**src/rtl/contde1_pkg.sv**
```systemverilog
// Shared definitions for the ones-counting arbiter: FSM state encoding and
// the result-width helper.
package contde1_pkg;

    typedef enum logic [1:0] {
        OCIOSO  = 2'b00,
        CONTA   = 2'b01,
        ENTREGA = 2'b10,
        ILEGAL  = 2'b11
    } estado_t;

    // Bits needed to hold a count of 0..width set bits.
    function automatic int cw_of(input int width);
        return $clog2(width + 1);
    endfunction

endpackage

```
**src/rtl/contde1_arbitro_if.sv**
```systemverilog
// Bus between the requesting clients (master) and the arbiter (slave).
interface contde1_arbitro_if #(
    parameter int N_REQ = 4,
    parameter int WIDTH = 16
);
    localparam int CW = contde1_pkg::cw_of(WIDTH);

    logic [N_REQ-1:0]       req;
    logic [N_REQ*WIDTH-1:0] dados;
    logic [CW-1:0]          resultado;
    logic [N_REQ-1:0]       pronto;
    logic [N_REQ-1:0]       concedido;
    logic                   ocupado;
    logic [1:0]             est;

    modport master (
        output req, dados,
        input  resultado, pronto, concedido, ocupado, est
    );

    modport slave (
        input  req, dados,
        output resultado, pronto, concedido, ocupado, est
    );

endinterface

```
**src/rtl/contde1_arbitro_nucleo.sv**
```systemverilog
// Counting engine: shifts the loaded word right and accumulates its low bit
// until the word is exhausted.
module cont_uns_nucleo #(
    parameter int WIDTH = 16,
    parameter int CW    = 5
) (
    input  logic             clk,
    input  logic             reset,
    input  logic             carga,
    input  logic             passo,
    input  logic [WIDTH-1:0] palavra,
    output logic             zero,
    output logic [CW-1:0]    acc
);

    logic [WIDTH-1:0] reg_a;

    always_ff @(posedge clk or negedge reset) begin
        if (!reset) begin
            reg_a <= '0;
            acc   <= '0;
        end else if (carga) begin
            reg_a <= palavra;
            acc   <= '0;
        end else if (passo) begin
            acc   <= acc + {{(CW-1){1'b0}}, reg_a[0]};
            reg_a <= reg_a >> 1;
        end
    end

    assign zero = (reg_a == '0);

endmodule

```
**src/rtl/contde1_arbitro.sv**
```systemverilog
// Round-robin arbiter that serialises N_REQ clients onto one popcount engine
// and returns each result with a one-cycle pronto pulse to its requester.
module contde1_arbitro
    import contde1_pkg::*;
#(
    parameter int N_REQ = 4,
    parameter int WIDTH = 16
) (
    input  logic               clk,
    input  logic               reset,
    contde1_arbitro_if.slave   bus
);

    localparam int CW = cw_of(WIDTH);
    localparam int PW = (N_REQ > 1) ? $clog2(N_REQ) : 1;

    estado_t          est_q, est_d;
    logic [PW-1:0]    ptr, win, win_idx;
    logic [N_REQ-1:0] grant, grant_nxt, pronto_q;
    logic [CW-1:0]    resultado_q, acc;
    logic [WIDTH-1:0] palavra;
    logic             carga, passo, zero;

    // Search starts just after the last served requester, so it goes last.
    always_comb begin
        logic          found;
        logic [PW-1:0] cand;
        int            idx;
        win   = '0;
        found = 1'b0;
        cand  = '0;
        idx   = 0;
        for (int k = 1; k <= N_REQ; k++) begin
            idx  = (int'(ptr) + k) % N_REQ;
            cand = PW'(idx);
            if (!found && bus.req[cand]) begin
                win   = cand;
                found = 1'b1;
            end
        end
    end

    always_comb begin
        palavra   = '0;
        grant_nxt = '0;
        for (int i = 0; i < N_REQ; i++) begin
            if (win == PW'(i)) begin
                palavra      = bus.dados[i*WIDTH +: WIDTH];
                grant_nxt[i] = 1'b1;
            end
        end
    end

    always_comb begin
        est_d = est_q;
        carga = 1'b0;
        passo = 1'b0;
        case (est_q)
            OCIOSO: begin
                if (|bus.req) begin
                    carga = 1'b1;
                    est_d = CONTA;
                end
            end
            CONTA: begin
                if (zero) est_d = ENTREGA;
                else      passo = 1'b1;
            end
            ENTREGA: est_d = OCIOSO;
            default: est_d = OCIOSO;
        endcase
    end

    always_ff @(posedge clk or negedge reset) begin
        if (!reset) begin
            est_q       <= OCIOSO;
            ptr         <= PW'(N_REQ - 1);
            win_idx     <= '0;
            grant       <= '0;
            pronto_q    <= '0;
            resultado_q <= '0;
        end else begin
            est_q <= est_d;
            case (est_q)
                OCIOSO: begin
                    if (carga) begin
                        grant   <= grant_nxt;
                        win_idx <= win;
                    end
                end
                CONTA: begin
                    if (zero) begin
                        resultado_q <= acc;
                        pronto_q    <= grant;
                    end
                end
                ENTREGA: begin
                    pronto_q <= '0;
                    grant    <= '0;
                    ptr      <= win_idx;
                end
                default: begin
                    pronto_q <= '0;
                    grant    <= '0;
                end
            endcase
        end
    end

    cont_uns_nucleo #(
        .WIDTH (WIDTH),
        .CW    (CW)
    ) u_nucleo (
        .clk     (clk),
        .reset   (reset),
        .carga   (carga),
        .passo   (passo),
        .palavra (palavra),
        .zero    (zero),
        .acc     (acc)
    );

    assign bus.resultado = resultado_q;
    assign bus.pronto    = pronto_q;
    assign bus.concedido = grant;
    assign bus.ocupado   = (est_q == CONTA) || (est_q == ENTREGA);
    assign bus.est       = est_q;

endmodule
```
**src/flat_wrapper.sv**
```systemverilog
// flat-port wrapper written by rule: the top's interface ports become plain ports
module contde1_arbitro_flat import contde1_pkg::*;
#(
    parameter int N_REQ = 4,
    parameter int WIDTH = 16
)
  (clk, reset, bus_req, bus_dados, bus_resultado, bus_pronto, bus_concedido, bus_ocupado, bus_est);
  contde1_arbitro_if #(.N_REQ(N_REQ), .WIDTH(WIDTH)) bus_i ();
  input  logic clk;
  input  logic reset;
  input wire logic [$bits(bus_i.req)-1:0] bus_req;
  input wire logic [$bits(bus_i.dados)-1:0] bus_dados;
  output wire logic [$bits(bus_i.resultado)-1:0] bus_resultado;
  output wire logic [$bits(bus_i.pronto)-1:0] bus_pronto;
  output wire logic [$bits(bus_i.concedido)-1:0] bus_concedido;
  output wire logic [$bits(bus_i.ocupado)-1:0] bus_ocupado;
  output wire logic [$bits(bus_i.est)-1:0] bus_est;
  assign bus_i.req = bus_req;
  assign bus_i.dados = bus_dados;
  assign bus_resultado = bus_i.resultado;
  assign bus_pronto = bus_i.pronto;
  assign bus_concedido = bus_i.concedido;
  assign bus_ocupado = bus_i.ocupado;
  assign bus_est = bus_i.est;
  contde1_arbitro #(.N_REQ(N_REQ), .WIDTH(WIDTH)) u_core (.clk(clk), .reset(reset), .bus(bus_i));
endmodule
```
**config.mk**
```make
export PLATFORM = sky130hd
export DESIGN_NAME = contde1_arbitro_flat
export DESIGN_NICKNAME = d
export VERILOG_FILES = /design/src/rtl/contde1_pkg.sv /design/src/rtl/contde1_arbitro_if.sv /design/src/rtl/contde1_arbitro_nucleo.sv /design/src/rtl/contde1_arbitro.sv /design/src/flat_wrapper.sv
export SDC_FILE = /design/constraint.sdc
export NUM_CORES = 1
export LEC_CHECK = 0
export CORE_ASPECT_RATIO = 1.5
export CORE_MARGIN = 4
export CORE_UTILIZATION = 40
export DETAILED_ROUTE_END_ITERATION = 7
export GPL_TIMING_DRIVEN = 0
export PLACE_DENSITY_LB_ADDON = 0.3
export SYNTH_ARGS = -nofsm -noshare
export SYNTH_HDL_FRONTEND = slang
export SYNTH_SLANG_ARGS = --single-unit
```
**constraint.sdc**
```tcl
create_clock -name clk -period 2.1 [get_ports clk]
set_input_delay 0.42 -clock clk [delete_from_list [all_inputs] [get_ports clk]]
set_output_delay 0.42 -clock clk [all_outputs]
set_load 0.1 [all_outputs]
```
==> flow_summary.json, run 1 <==
{
  "clkSinkCount": 40,
  "yosys.cell_types.count": 43,
  "ys_top_cells_by_count": "dfrtp_1, nand2_1, a21oi_1",
  "crit_path_cell_trace": "dlygate4sd2_1",
  "overflow": 0,
  "max_freq_ghz": 0.495,
  "port_buffers": 84,
  "num_rows": 35,
  "internal_power_uw": 2600,
  "synth_area_leaders": "dfrtp_1, mux2i_1, a21oi_1, nand2_1, a211oi_1",
  "clk_pin_slew_ps": 80,
  "hold_viol": 0,
  "via_per_inst": 5.46,
  "synth-edff-count": 0,
  "cts_buffers": 5,
  "setup_viol": 0,
  "n_antenna_cell": 0,
  "power_density_nw_per_um2": 1280,
  "p_sw_uw": 2190,
  "grt_pass1_vias": 2442,
  "setup_tns_ps": 0,
  "tightest_slew_ps": 958,
  "p_sw_frac": 0.457,
  "seq_area_frac_synth": 0.386,
  "critPathCaptureType": "output port",
  "routed-via-count": 2492,
  "drive_gt1_frac": 0.147,
  "syn_area_per_cell_um2": 9.05,
  "synth_top_flop_cell": "dfrtp_1",
  "route.detailed.drc": 0,
  "antenna_found_initial": 0,
  "cap_violations": 0,
  "yosys_warnings": 0,
  "cts_tree": "done",
  "cts_root_buf": "clkbuf_8",
  "core_area_um2": 6220,
  "htree_levels": 2,
  "finalMaxSlewViolations": 0,
  "critPathBufInv": 1,
  "area_growth_pct": 44.7,
  "path_class": "reg2out",
  "dp_hpwl_um": 5370,
  "clkPwrFrac": 0.179,
  "slowest_stage": "dlygate4sd2_1",
  "fin_ws_ps": 79.8,
  "drtAntennaViolNets": 0,
  "fin_cells": 456,
  "pwr-share-comb": 0.544,
  "gp_congestion": 0.823,
  "synthArstFlopShare": 1.00,
  "start_kind": "flop",
  "dieHeight_um": 107,
  "period_share": 0.962,
  "worstSkewPairLatency_ps": 290,
  "fin_nets": 457,
  "synthMostInstantiatedCell": "dfrtp_1",
  "max_stage_delay_ps": 880,
  "critPathRequiredTime_ps": 1680,
  "slew_headroom": 0.364,
  "outcome": "completed",
  "synthCells": 287,
  "totalWireLength_um": 6780,
  "syn_nets": 363,
  "p_seq_frac": 0.277,
  "hp-class": "in2async",
  "drt_pass1_iterations": 4,
  "grt.total_usage": 0.180,
  "grt_pass1_wl_um": 11200,
  "clk_path_buf_depth": 2,
  "rsz0062_at_grt": "false",
  "crit_family": "buffers and inverters",
  "io_pins": 86,
  "power.leakage_uw": 0.00163,
  "yosysTopAreaCell": "dfrtp_1",
  "hold_buffers": 0,
  "post-route-min-period_ps": 2020,
  "post-place-cells": 445,
  "skew_ps": 3.74,
  "fillCellCount": 546,
  "stdcell_area_um2": 3760,
  "routedWlPerCell_um": 14.9,
  "post-route-util": 0.605,
  "die_w_um": 73.8,
  "synth-seq-cells": 40,
  "syn_area_um2": 2600,
  "dp_slack_ps": -568,
  "path_max_fanout": 4,
  "grt_max_degree": 41,
  "placed_area_um2": 3530,
  "irDropWorstVdd_v": 0.000636,
  "die_area_um2": 7870,
  "initial_utilization": 0.418,
  "drt_iter0_drc": 139,
  "critPathArrivalTime_ps": 1600,
  "yosysTopAreaCellShare": 0.366
}
[final timing paths]
| kind | endpoint | depth (start not counted) | slack, ps | startpoint |
|---|---|---|---|---|
| worst max-delay path | bus_concedido[0] | 1 | 80 | u_core.bus.concedido[0] |
| worst max register to register | u_core.u_nucleo.reg_a[10] | 7 | 190 | u_core.ptr[1] |
| worst min register to register | u_core.bus.resultado[2] | 1 | 500 | u_core.bus.resultado[2] |
| worst min-delay path | u_core.bus.pronto[2] | 1 | 240 | reset |
| max in group asynchronous | u_core.bus.est[1] | 1 | 1260 | reset |
| min in group clk | u_core.bus.resultado[2] | 1 | 500 | u_core.bus.resultado[2] |
[kinds of logic after synthesis]
logic type	after synthesis	synth area share
AND/OR/NAND/NOR	98	0.210
AO/OA/AOI/OAI	90	0.224
flip-flops	40	0.386
buffers and inverters	26	0.0448
multiplexers	24	0.0963
adder cells (fa/ha/maj)	6	0.0289
XOR/XNOR	3	0.0101
[placed cells by master (no fill, tap or decap), drive strengths merged, types with 2 or more instances in the layout]
cell	instances
a211oi	17
a21oi	30
a221oi	4
a22o	7
buf	16
bufinv	3
clkbuf	16
clkdlybuf4s50	64
dfrtp	38
dfstp	2
dlygate4sd2	15
dlymetal6s2s	3
ha	6
inv	4
mux2	8
mux2i	16
nand2	36
nand3b	16
nand4	3
nor2	10
nor2b	18
nor4	6
o21ai	22
o21ba	2
o221ai	2
or2	2
xor2	3
[layout make-up]
type	instances	area, µm²	area share
buffer	19	103	0.0273
clock buffer	5	68.8	0.0183
clock inverter	3	90.1	0.0240
inverter	4	15.0	0.00399
multi-input combinational	221	1520	0.404
sequential	40	1010	0.268
tap	74	92.6	0.0246
timing repair buffer	90	865	0.230
[power by group through the flow]
stage                     sequential, µW  clock [µW]  combinational (µW)
after floorplan                     1590           0                1600
after global placement              1280           0                2540
after detailed placement            1290           0                2610
after CTS                           1280         876                2650
after global routing                1370         909                2860
final                               1330         860                2610
[sequential cells by signal (all words and copies together), names as in the netlist]
| name | cells |
|---|---|
| u_core.u_nucleo.acc | 5 |
| u_core.bus.resultado | 5 |
| u_core.ptr | 2 |
| u_core.win_idx | 2 |
| u_core.bus.pronto | 4 |
| u_core.u_nucleo.reg_a | 16 |
| u_core.bus.est | 2 |
| u_core.bus.concedido | 4 |
[per-layer routing]
metal  wire [µm]  vias to the layer above  share of wire  global-route usage
met3         416                        7          0.061              0.0300
met2        3540                       89           0.52               0.314
met1        2690                     1160           0.40               0.219
met5           0                        -              0                   0
met4         133                        0          0.020              0.0609
li1            -                     1236              -                   -
[timing repair]
action / CTS / global route
buffers inserted: 5 / 1
resized for setup: 26 / 14
endpoints found under the setup margin: 39 / 30
pin swaps: 4 / 1
[stage by stage]
step	total power, µW	hold slack [ps]
2_1_floorplan	3200	124
3_3_place_gp	3820	469
3_5_place_dp	3900	476
4_1_cts	4800	264
5_1_grt	5140	297
6_report	4800	235
(Power assumes the default switching activity.)
==> inputs of run 2 (changes only) <==
--- a/config.mk
+++ b/config.mk
@@ -5,6 +5,7 @@
 export SDC_FILE = /design/constraint.sdc
 export NUM_CORES = 1
 export LEC_CHECK = 0
+export CAP_MARGIN = 0
 export CORE_ASPECT_RATIO = 1.5
 export CORE_MARGIN = 4
 export CORE_UTILIZATION = 40
==> results of run 2 <==
Final layout, timing and power as in run 1 (identical DEF).
